==> config.mk <==
export PLATFORM = sky130hd
export DESIGN_NAME = irq_gateway
export DESIGN_NICKNAME = d
export VERILOG_FILES = /design/src/rtl/irq_gateway.sv
export SDC_FILE = /design/constraint.sdc
export NUM_CORES = 1
export LEC_CHECK = 0
export ABC_AREA = 1
export ABC_CLOCK_PERIOD_IN_PS = 1000
export CORE_ASPECT_RATIO = 0.8
export CORE_UTILIZATION = 42
export DETAILED_ROUTE_END_ITERATION = 8
export PLACE_DENSITY = 0.84
export SKIP_CTS_REPAIR_TIMING = 1
export SLEW_MARGIN = 30
export SYNTH_ARGS = -nofsm -noshare
export SYNTH_HDL_FRONTEND = slang
export SYNTH_SLANG_ARGS = --single-unit
==> constraint.sdc <==
create_clock -name clk_i -period 1 [get_ports clk_i]
set_clock_uncertainty 0.2 [all_clocks]
set_input_delay 0.1 -clock clk_i [delete_from_list [all_inputs] [get_ports clk_i]]
set_output_delay 0.1 -clock clk_i [all_outputs]
set_load 0.02 [all_outputs]
==> src/rtl/irq_gateway.sv <==
// Interrupt gateway: per-source level/edge capture with a claim/complete handshake toward the PLIC.
// Optional `IRQ_GATEWAY_SYNC_EN` adds a 2-flop input synchroniser (+2 cycles latency).
module irq_gateway #(
  parameter int                NumSrc     = 32,
  parameter logic [NumSrc-1:0] EdgeMask   = '0,
  parameter int                CountWidth = 4,
  parameter int                IdWidth    = $clog2(NumSrc)
) (
  input  logic               clk_i,
  input  logic               rst_ni,
  input  logic [NumSrc-1:0]  irq_i,
  input  logic               claim_valid_i,
  input  logic [IdWidth-1:0] claim_id_i,
  input  logic               complete_valid_i,
  input  logic [IdWidth-1:0] complete_id_i,
  output logic [NumSrc-1:0]  pending_o,
  output logic [NumSrc-1:0]  inflight_o
);

  // One bit per visible state, so both outputs come straight from flops.
  localparam logic [1:0] IDLE     = 2'b00;
  localparam logic [1:0] PENDING  = 2'b01;
  localparam logic [1:0] INFLIGHT = 2'b10;

  logic [NumSrc-1:0] irq_s;

`ifdef IRQ_GATEWAY_SYNC_EN
  logic [NumSrc-1:0] sync1_q, sync2_q;

  always_ff @(posedge clk_i or negedge rst_ni) begin
    if (!rst_ni) begin
      sync1_q <= '0;
      sync2_q <= '0;
    end else begin
      sync1_q <= irq_i;
      sync2_q <= sync1_q;
    end
  end

  assign irq_s = sync2_q;
`else
  assign irq_s = irq_i;
`endif

  logic unused_irq0;
  assign unused_irq0 = irq_s[0];

  assign pending_o[0]  = 1'b0;
  assign inflight_o[0] = 1'b0;

  for (genvar i = 1; i < NumSrc; i++) begin : g_src
    logic [1:0] st_q, st_d;
    logic       req;
    logic       claim_hit, compl_hit;

    // IDs 0 and >= NumSrc can never equal i, so they fall through as no-ops.
    assign claim_hit = claim_valid_i && (claim_id_i == IdWidth'(i));
    assign compl_hit = complete_valid_i && (complete_id_i == IdWidth'(i));

    if (EdgeMask[i]) begin : g_edge
      logic                  prev_q;
      logic                  edge_det;
      logic [CountWidth-1:0] cnt_q, cnt_d;

      assign edge_det = irq_s[i] & ~prev_q;
      assign req      = edge_det | (cnt_q != '0);

      // A request taken from IDLE consumes one edge; a fresh edge in that same cycle replaces it.
      always_comb begin
        cnt_d = cnt_q;
        if (st_q == IDLE && req) begin
          if (!edge_det) cnt_d = cnt_q - CountWidth'(1);
        end else if (edge_det && cnt_q != '1) begin
          cnt_d = cnt_q + CountWidth'(1);
        end
      end

      always_ff @(posedge clk_i or negedge rst_ni) begin
        if (!rst_ni) begin
          prev_q <= 1'b0;
          cnt_q  <= '0;
        end else begin
          prev_q <= irq_s[i];
          cnt_q  <= cnt_d;
        end
      end
    end else begin : g_level
      assign req = irq_s[i];
    end

    always_comb begin
      st_d = st_q;
      case (st_q)
        IDLE:     if (req)       st_d = PENDING;
        PENDING:  if (claim_hit) st_d = INFLIGHT;
        INFLIGHT: if (compl_hit) st_d = IDLE;
        default:                 st_d = IDLE;
      endcase
    end

    always_ff @(posedge clk_i or negedge rst_ni) begin
      if (!rst_ni) st_q <= IDLE;
      else         st_q <= st_d;
    end

    assign pending_o[i]  = st_q[0];
    assign inflight_o[i] = st_q[1];
  end

endmodule
# Yosys cells after proc, flatten, opt, wreduce, memory -nomap -nowiden
# Cells that the tools add are included.
[word_totals]
ff_bits = 62
in_bits = 46
romBits = 0
output_inout_bits = 64
n_memories = 0
latch_bits = 0
word_cells = 496
ram_bits = 0
[classes]
reduce_logical = 124
magnitude_cmp = 0
n_mux = 124
shifts = 0
div = 0
addsub = 0
eq_ne = 217
mul = 0
bitwise = 0
[ops]
columns = ["op", "n"]
rows = [
  ["$mux W2", 93],
  ["$ne A2 B2 Y1 const B", 93],
  ["$pmux W2 S3", 31],
  ["$eq A5 B5 Y1 const B", 32],
  ["$reduce_and A3 Y1", 31],
  ["$eq A5 B4 Y1 const B", 16],
  ["$eq A2 B1 Y1 const B", 31],
  ["$eq A2 B2 Y1 const B", 31],
  ["$logic_and A1 B1 Y1", 62],
  ["$logic_not A2 Y1", 31],
  ["$eq A5 B3 Y1 const B", 8],
  ["$eq A5 B2 Y1 const B", 4],
  ["$eq A5 B1 Y1 const B", 2],
]

# Longest topological paths before layout
# Gate-level depths: netlist of run 1.
[depth]
depth_word = 4
mapped_depth = 7
ltp_nobuf = 7

# Least setup slack after synthesis of run 1
# Ideal clock, no wire load.
[synth_path]
path_type = "register to register"
start = "reg g_src[10].st_q[0]"
end = "reg g_src[10].st_q[0]"
path_stages_with_launch = 3
t_arrival_ns = 0.888
period_less_slack_ns = 1.171
n_path_buf = 0
setup_slack_ns = -0.171
path_cell_list = "dfrtp_1 -> or2_2 -> o21ai_0"
[synth_via]
elab_chain_len = 3
word_cells_on_any_way = 8
classes_between = "5 x eq/ne; 1 x mux; 2 x reduce/logical"
[synth_rtl]
columns = ["element", "line_no", "rtl"]
rows = [
  ["from (decl)", "52", "logic [1:0] st_q, st_d;"],
  ["from (signal assigned)", "103", "else st_q <= st_d;"],
  ["$eq A2 B2 Y1, or another cell as far along", "93", "case (st_q)"],
  ["$ne A2 B2 Y1 (no source line)", "--", ""],
  ["$reduce_and A3 Y1 (no source line)", "--", ""],
]
# Several ways; a longest one is shown, not always the timed one.
# A chain may end at the register's enable or synchronous reset.

# Worst setup path in the final report of run 1
[layout_path]
start = "reg g_src[19].st_q[0]"
end = "out pending_o[19]"
[layout_rtl]
columns = ["element", "line_no", "rtl"]
rows = [
  ["from (decl)", "52", ""],
  ["from (signal assigned)", "103", ""],
  ["to (decl)", "16", "output logic [NumSrc-1:0] pending_o,"],
]
# No word-level cell between the ends.

==> results of run 1 <==
-- cell type report --
cell class / count / area, um2 / area share
Inverter: 68 / 330 / 0.0536
Tap cell: 105 / 131 / 0.0213
Sequential cell: 62 / 1610 / 0.261
Clock inverter: 5 / 27.5 / 0.00447
Multi-Input combinational cell: 324 / 1970 / 0.320
Clock buffer: 11 / 131 / 0.0213
Antenna cell: 2 / 5.00 / 0.000812
Timing Repair Buffer: 181 / 1960 / 0.318
-- placed cells by master, fill, tap and decap left out, drive strengths merged --
cell type / count
diode: 2
o31ai: 1
clkinv: 5
nand2: 134
dlygate4sd3: 1
o21ai: 26
clkdlybuf4s50: 31
conb: 2
nor3: 9
nand3b: 9
nand3: 55
a21oi: 20
dfrtp: 62
nand4: 2
buf: 136
clkbuf: 12
inv: 67
clkinvlp: 1
dlymetal6s2s: 12
nor2: 64
or2: 2
-- final timing paths --
check / start / to / slack (ns) / cells after the start
worst min register to register: g_src[28].st_q[0] / g_src[28].st_q[0] / 0.38 / 2
worst min-delay path: rst_ni / g_src[22].st_q[0] / 0.04 / 3
worst max register to register: g_src[13].st_q[1] / g_src[13].st_q[1] / -0.23 / 5
min in group clk_i: claim_valid_i / g_src[22].st_q[0] / 0.06 / 4
worst max-delay path: g_src[19].st_q[0] / pending_o[19] / -0.24 / 1
max in group asynchronous: rst_ni / g_src[15].st_q[0] / 0.13 / 3
-- per-layer routing --
| metal | vias to the layer above | wire [um] |
|---|---|---|
| li1 | 1825 | - |
| met1 | 1930 | 4580 |
| met2 | 211 | 6640 |
| met3 | 48 | 960 |
| met4 | 0 | 480 |
| met5 | - | 0 |
-- per-stage QoR --
step / instance area, um2 / instances / utilization / setup WS (ns) / hold WS, ns
6_report: 6160 / 758 / 0.822 / -0.242 / 0.0437
5_1_grt: 6160 / 756 / 0.821 / -0.254 / 0.0812
4_1_cts: 5260 / 749 / 0.702 / -0.667 / -0.488
3_5_place_dp: 5100 / 733 / 0.681 / -0.619 / -0.115
3_3_place_gp: 5100 / 733 / 0.681 / -0.589 / -0.116
2_1_floorplan: 3390 / 460 / - / -0.0618 / -0.396
-- logic make-up after synthesis --
group / count (synthesis)
DFF: 62
AOI/OAI and AO/OA: 47
other: 1
buffers and inverters: 74
and+or+nand+nor: 275
-- worst reg2reg max path, stage by stage (launching register included) --
cell     delay (ns)
dfrtp_2        0.39
buf_6          0.13
inv_4          0.04
a21oi_4        0.16
nand2_1        0.10
a21oi_2        0.13
-- power by group through the flow --
stage	clock (uW)	combinational (uW)	sequential, uW
after detailed placement	0	5190	3570
after CTS	1920	5220	3540
after global routing	2040	7420	3840
after global placement	0	4980	3550
after floorplan	0	1480	4530
final	1930	6950	3790
==> flow_summary.toml, run 1 <==
[floorplan]
core-area_mm2 = 0.00750
start_util = 0.442
fp-row-count = 28
die_w_um = 101
ios = 110
dieArea_mm2 = 0.00824
dieHeight_um = 81.4

[grt]
grt_start_max_net_pins = 33
use_met1 = 0.317
overflow = 0
antenna_found_initial = 0
grt_use_met2 = 0.465
grt.total_usage = 0.266
use_met3 = 0.0672
busiest_layer = "met2"
grt_pass1_wl_mm = 16.8
grt_pass1_vias = 3838

[pwr]
p_sw_uw = 5160
pwr-share-seq = 0.299
peakVddDrop_v = 0.00154
totalPowerFinal_uw = 12700
power_density_mw_per_mm2 = 2060
p_leak_uw = 0.00288
clock_power_share = 0.153
power.internal_uw = 7510
pwr-share-comb = 0.548
swShare = 0.408

[cts]
clockBufferDepth = 2
cts.clk_slew.worst_paths_ns = 0.07
cts_root_buf = "clkbuf_8"
tritoncts = "yes"
clkLatencyLatePin_ns = 0.36
cts_htree_levels = 3
cts_sinks = 62
cts_buffers = 9

[logic_synthesis]
syn_area_per_cell_um2 = 7.21
netlist_area_mm2 = 0.00331
synth_compound_area_frac = 0.0718
synth_top_family_by_area = "simple AND/OR/NAND/NOR gates"
synthDominantCellAreaShare = 0.469
synth_seq_cells = 62
synth_edf_count = 0
ys_types = 25
yosysMostFrequentCell = "nand2_1"
synth_top_area_cell = "dfrtp_1"
synthMuxAreaShare = 0
synthTopCellsByArea = "dfrtp_1 47%, nand2_1 15%, nand3_1 8.2%"
synth-simple-area-share = 0.366
synth_xor_area_frac = 0
ys_seq_area_frac = 0.469
yosys_warnings = 0
synthFlopType = "dfrtp_1"
synthArstFlopShare = 1.00
synth_cells = 459
synthAdderAreaFrac = 0
synth_common_cells = "130 x nand2_1, 64 x inv_1, 62 x dfrtp_1"

[critical_path]
cpPeakStageDelay_ns = 0.44
worst_ep_arrival_time_ns = 0.94
path_buf_inv = 1
cpLargestDelayFamily = "flip-flops"
start_kind = "register"
required_ns = 0.70
slowest_stage = "dfrtp_2"
crit_fanout = 2
crit_chain = "buf_6"
path_class = "register to output pin"
cp-end-kind = "output pin"

[placement]
io_buffer_count = 106
place_hpwl_mm = 7.95
gp_congestion = 0.847

[min_path]
min_path_type = "input pin to asynchronous set/reset pin"

[detailed_routing]
drt-total-wl_mm = 12.7
detail_route.wl_per_cell_um = 16.7
routed_via_density = 5.30
drcViolationCount = 0
first_iter_violations = 345
ant_nets = 0
dr.pass1.iters = 5
vias = 4014

[cells_and_area]
layout-drive-gt1-share = 0.558
layout.nets = 692
regMostFlops = "g_src.st_q"
fillers = 429
synthToLayoutAreaGrowth_pct = 86.1
largest_register_ffs = 62
top_regs = "g_src.st_q x62"

[timing]
finalSetupTns_ns = -17.10
finalHoldViolCount = 0
max_freq_mhz = 805
post-route-period-util = 1.24
slew_violations = 0
setup_slack_ns = -0.242
rsz0062_at_grt = "yes"
fin_crit_ns = 1.24
setup_viol = 123

[status]
violations = "negative setup slack"
status = "finished with violations"

[run]
cap_violations = 0
No activity file was read; power rests on OpenSTA's default activity.
==> run 2, diff against run 1 <==
Settings changed: CTS_CLUSTER_DIAMETER set to 40, TNS_END_PERCENT set to 20.
==> flow_summary.toml, run 2 (synthesis gave the netlist of run 1 again) <==
[cts]
cts.clk_slew.worst_paths_ns = 0.07
clockBufferDepth = 2
cts_sinks = 62
clkLatencyLatePin_ns = 0.35
cts_buffers = 9
tritoncts = "yes"
cts_htree_levels = 3
cts_root_buf = "clkbuf_8"

[placement]
io_buffer_count = 106
dpl_cell_area_mm2 = 0.00494
gp_congestion = 0.883
place_hpwl_mm = 7.87

[cells_and_area]
layout.nets = 680
largest_register_ffs = 62
fin_util = 0.729
mostFrequentLayoutCells = "119 x nand2_1, 53 x nand3_1, 50 x buf_6"
antenna_cells = 0
fillers = 554
synthToLayoutAreaGrowth_pct = 65.2
regMostFlops = "g_src.st_q"
final_common_cell = "nand2_1"
final_area_mm2 = 0.00547
layout-drive-gt1-share = 0.426
top_regs = "g_src.st_q x62"

[pwr]
pwr-share-seq = 0.314
clock_power_share = 0.199
p_leak_uw = 0.00271
peakVddDrop_v = 0.00128
pwr-share-comb = 0.487
power.internal_uw = 6910
totalPowerFinal_uw = 11400
p_sw_uw = 4530
power_density_mw_per_mm2 = 2090
swShare = 0.396

[detailed_routing]
vias = 3734
detail_route.wl_per_cell_um = 14.8
dr.pass1.iters = 4
drcViolationCount = 0
first_iter_violations = 254
routed_via_density = 5.02
drt-total-wl_mm = 11.0
ant_nets = 0

[floorplan]
core-area_mm2 = 0.00750
dieHeight_um = 81.4
fp-row-count = 28
start_util = 0.442
dieArea_mm2 = 0.00824
die_w_um = 101
ios = 110

[timing]
rsz0062_at_grt = "yes"
fin_crit_ns = 1.24
setup_slack_ns = -0.235
post-route-period-util = 1.24
finalSetupTns_ns = -15.44
slew_violations = 0
finalHoldViolCount = 0
setup_viol = 107
max_freq_mhz = 810

[critical_path]
crit_fanout = 3
slowest_stage = "dfrtp_1"
path_buf_inv = 1
start_kind = "register"
worst_ep_arrival_time_ns = 0.94
required_ns = 0.70
cpLargestDelayFamily = "flip-flops"
path_class = "register to output pin"
cpPeakStageDelay_ns = 0.43
crit_chain = "buf_6"
cp-end-kind = "output pin"

[run]
cap_violations = 0

[grt]
antenna_found_initial = 0
grt.total_usage = 0.263
grt_pass1_vias = 3706
grt_start_max_net_pins = 63
overflow = 0
grt_pass1_wl_mm = 16.6

[status]
status = "finished with violations"
violations = "negative setup slack"

[min_path]
min_path_type = "input pin to register"
==> run 2: cell type report <==
class	instances	area, um2	share of cell area
multi-input combinational	324	1750	0.319
sequential	62	1570	0.288
clock buffer	12	155	0.0284
timing repair buffer	169	1540	0.282
clock inverter	4	45.0	0.00824
inverter	68	273	0.0499
tap	105	131	0.0240
==> run 2: power groups by stage <==
stage | Combinational (uW) | Sequential, uW | Clock (uW)
floorplan | 1470 | 4450 | 0
global placement | 4620 | 3540 | 0
detailed placement | 4830 | 3550 | 0
CTS | 4870 | 3520 | 2290
global route | 6000 | 3650 | 2420
finish | 5570 | 3590 | 2270
==> run 2: final timing paths <==
path | from | end | slack [ns] | cells past startpoint
max | g_src[15].st_q[1] | inflight_o[15] | -0.24 | 1
min | claim_id_i[4] | g_src[7].st_q[1] | 0.04 | 4
max reg2reg | g_src[13].st_q[1] | g_src[13].st_q[1] | -0.19 | 4
min reg2reg | g_src[22].st_q[1] | g_src[22].st_q[0] | 0.35 | 3
max in group asynchronous | rst_ni | g_src[29].st_q[0] | 0.19 | 3
min in group asynchronous | rst_ni | g_src[10].st_q[1] | 0.10 | 3
==> run 2: per-stage QoR <==
stage	instances	hold slack, ns	worst slack [ns]
after floorplan	460	-0.396	-0.0618
after global placement	719	-0.0626	-0.633
after detailed placement	719	-0.0586	-0.646
after CTS	735	-0.430	-0.735
after global routing	744	0.0674	-0.252
final	744	0.0407	-0.235
==> run 2: per-layer routing <==
| metal | track usage | vias to the layer above | share of wire |
|---|---|---|---|
| met5 | 0 | - | 0 |
| met4 | 0.0710 | 0 | 0.019 |
| met3 | 0.0732 | 26 | 0.063 |
| met2 | 0.467 | 130 | 0.52 |
| met1 | 0.316 | 1779 | 0.40 |
| li1 | - | 1799 | - |
==> run 3, diff against run 2 <==
Settings changed: CTS_BUF_LIST set to sky130_fd_sc_hd__clkbuf_8 sky130_fd_sc_hd__clkbuf_16, SLEW_MARGIN 30 to 20.
==> flow_summary.toml, run 3 (synthesis gave the netlist of run 1 again) <==
[detailed_routing]
detail_route.wl_per_cell_um = 15.1
routed_via_density = 5.09
first_iter_violations = 224
ant_nets = 0
drcViolationCount = 0
dr.pass1.iters = 4
drt-total-wl_mm = 11.3
vias = 3789

[cells_and_area]
fin_util = 0.727
layout-drive-gt1-share = 0.424
layout.nets = 680
largest_register_ffs = 62
synthToLayoutAreaGrowth_pct = 64.7
multi_input_area_mm2 = 0.00174
final_common_cell = "nand2_1"
top_regs = "g_src.st_q x62"
mostFrequentLayoutCells = "120 x nand2_1, 53 x nand3_1, 49 x buf_6"
antenna_cells = 0
seq_area_mm2 = 0.00157
regMostFlops = "g_src.st_q"
fillers = 553
final_area_mm2 = 0.00545

[floorplan]
fp-row-count = 28
core-area_mm2 = 0.00750
dieArea_mm2 = 0.00824
start_util = 0.442
ios = 110
die_w_um = 101
dieHeight_um = 81.4

[timing]
setup_viol = 109
max_freq_mhz = 810
slew_violations = 0
fin_crit_ns = 1.23
rsz0062_at_grt = "yes"
setup_slack_ns = -0.235
finalHoldViolCount = 0
finalSetupTns_ns = -15.65
post-route-period-util = 1.23

[cts]
clkLatencyLatePin_ns = 0.35
cts.clk_slew.worst_paths_ns = 0.07
clockBufferDepth = 2
tritoncts = "yes"
cts_buffers = 9
cts_root_buf = "clkbuf_8"
cts_sinks = 62
cts_htree_levels = 3

[pwr]
power.internal_uw = 6870
p_sw_uw = 4540
clock_power_share = 0.198
pwr-share-seq = 0.316
peakVddDrop_v = 0.00123
pwr-share-comb = 0.486
power_density_mw_per_mm2 = 2090
totalPowerFinal_uw = 11400
p_leak_uw = 0.00271
swShare = 0.398

[critical_path]
crit_chain = "buf_6"
path_class = "register to output pin"
slowest_stage = "dfrtp_1"
cpLargestDelayFamily = "flip-flops"
required_ns = 0.70
start_kind = "register"
path_buf_inv = 1
worst_ep_arrival_time_ns = 0.93
cpPeakStageDelay_ns = 0.43
cp-end-kind = "output pin"
crit_fanout = 3

[placement]
place_hpwl_mm = 7.87
place_ws_ns = -0.646
io_buffer_count = 106
dpl_cell_area_mm2 = 0.00494
gp_congestion = 0.883

[grt]
grt_pass1_vias = 3706
grt_start_max_net_pins = 63
overflow = 0
grt_pass1_wl_mm = 16.6
antenna_found_initial = 0
grt.total_usage = 0.263

[status]
status = "finished with violations"
violations = "negative setup slack"

[min_path]
min_path_type = "input pin to register"

[run]
cap_violations = 0
## run 3: final cells by class
| class | count | area share |
|---|---|---|
| Multi-Input combinational cell | 324 | 0.319 |
| Sequential cell | 62 | 0.288 |
| Timing Repair Buffer | 169 | 0.282 |
| Inverter | 68 | 0.0496 |
| Clock buffer | 11 | 0.0278 |
| Tap cell | 105 | 0.0241 |
| Clock inverter | 5 | 0.00895 |
## run 3: per-layer routing
metal / global-route usage / routed length [um] / part of all wire
met1: 0.316 / 4450 / 0.39
met2: 0.467 / 5800 / 0.52
met4: 0.0710 / 261 / 0.023
met5: 0 / 0 / 0
met3: 0.0732 / 750 / 0.067
## run 3: power by group through the flow
stage          clock network [uW]  registers, uW  logic [uW]
2_1_floorplan                   0           4450        1470
3_3_place_gp                    0           3540        4620
3_5_place_dp                    0           3550        4830
4_1_cts                      2280           3520        4870
5_1_grt                      2410           3650        5960
6_report                     2260           3600        5550
## run 3: through the flow
step,cells,hold slack [ns]
after floorplan,460,-0.396
after global placement,719,-0.0626
after detailed placement,719,-0.0586
after CTS,735,-0.431
after global routing,744,0.0674
final,744,0.0430
## run 3: path summary, 6_finish.rpt
path | from | end | slack, ns | cells after the start
setup / recovery | g_src[15].st_q[1] | inflight_o[15] | -0.23 | 1
hold / removal | claim_id_i[4] | g_src[7].st_q[1] | 0.04 | 4
setup reg to reg | g_src[13].st_q[1] | g_src[13].st_q[1] | -0.18 | 4
hold reg to reg | g_src[22].st_q[1] | g_src[22].st_q[0] | 0.35 | 3
max in group asynchronous | rst_ni | g_src[31].st_q[1] | 0.19 | 3
min in group asynchronous | rst_ni | g_src[10].st_q[1] | 0.10 | 3
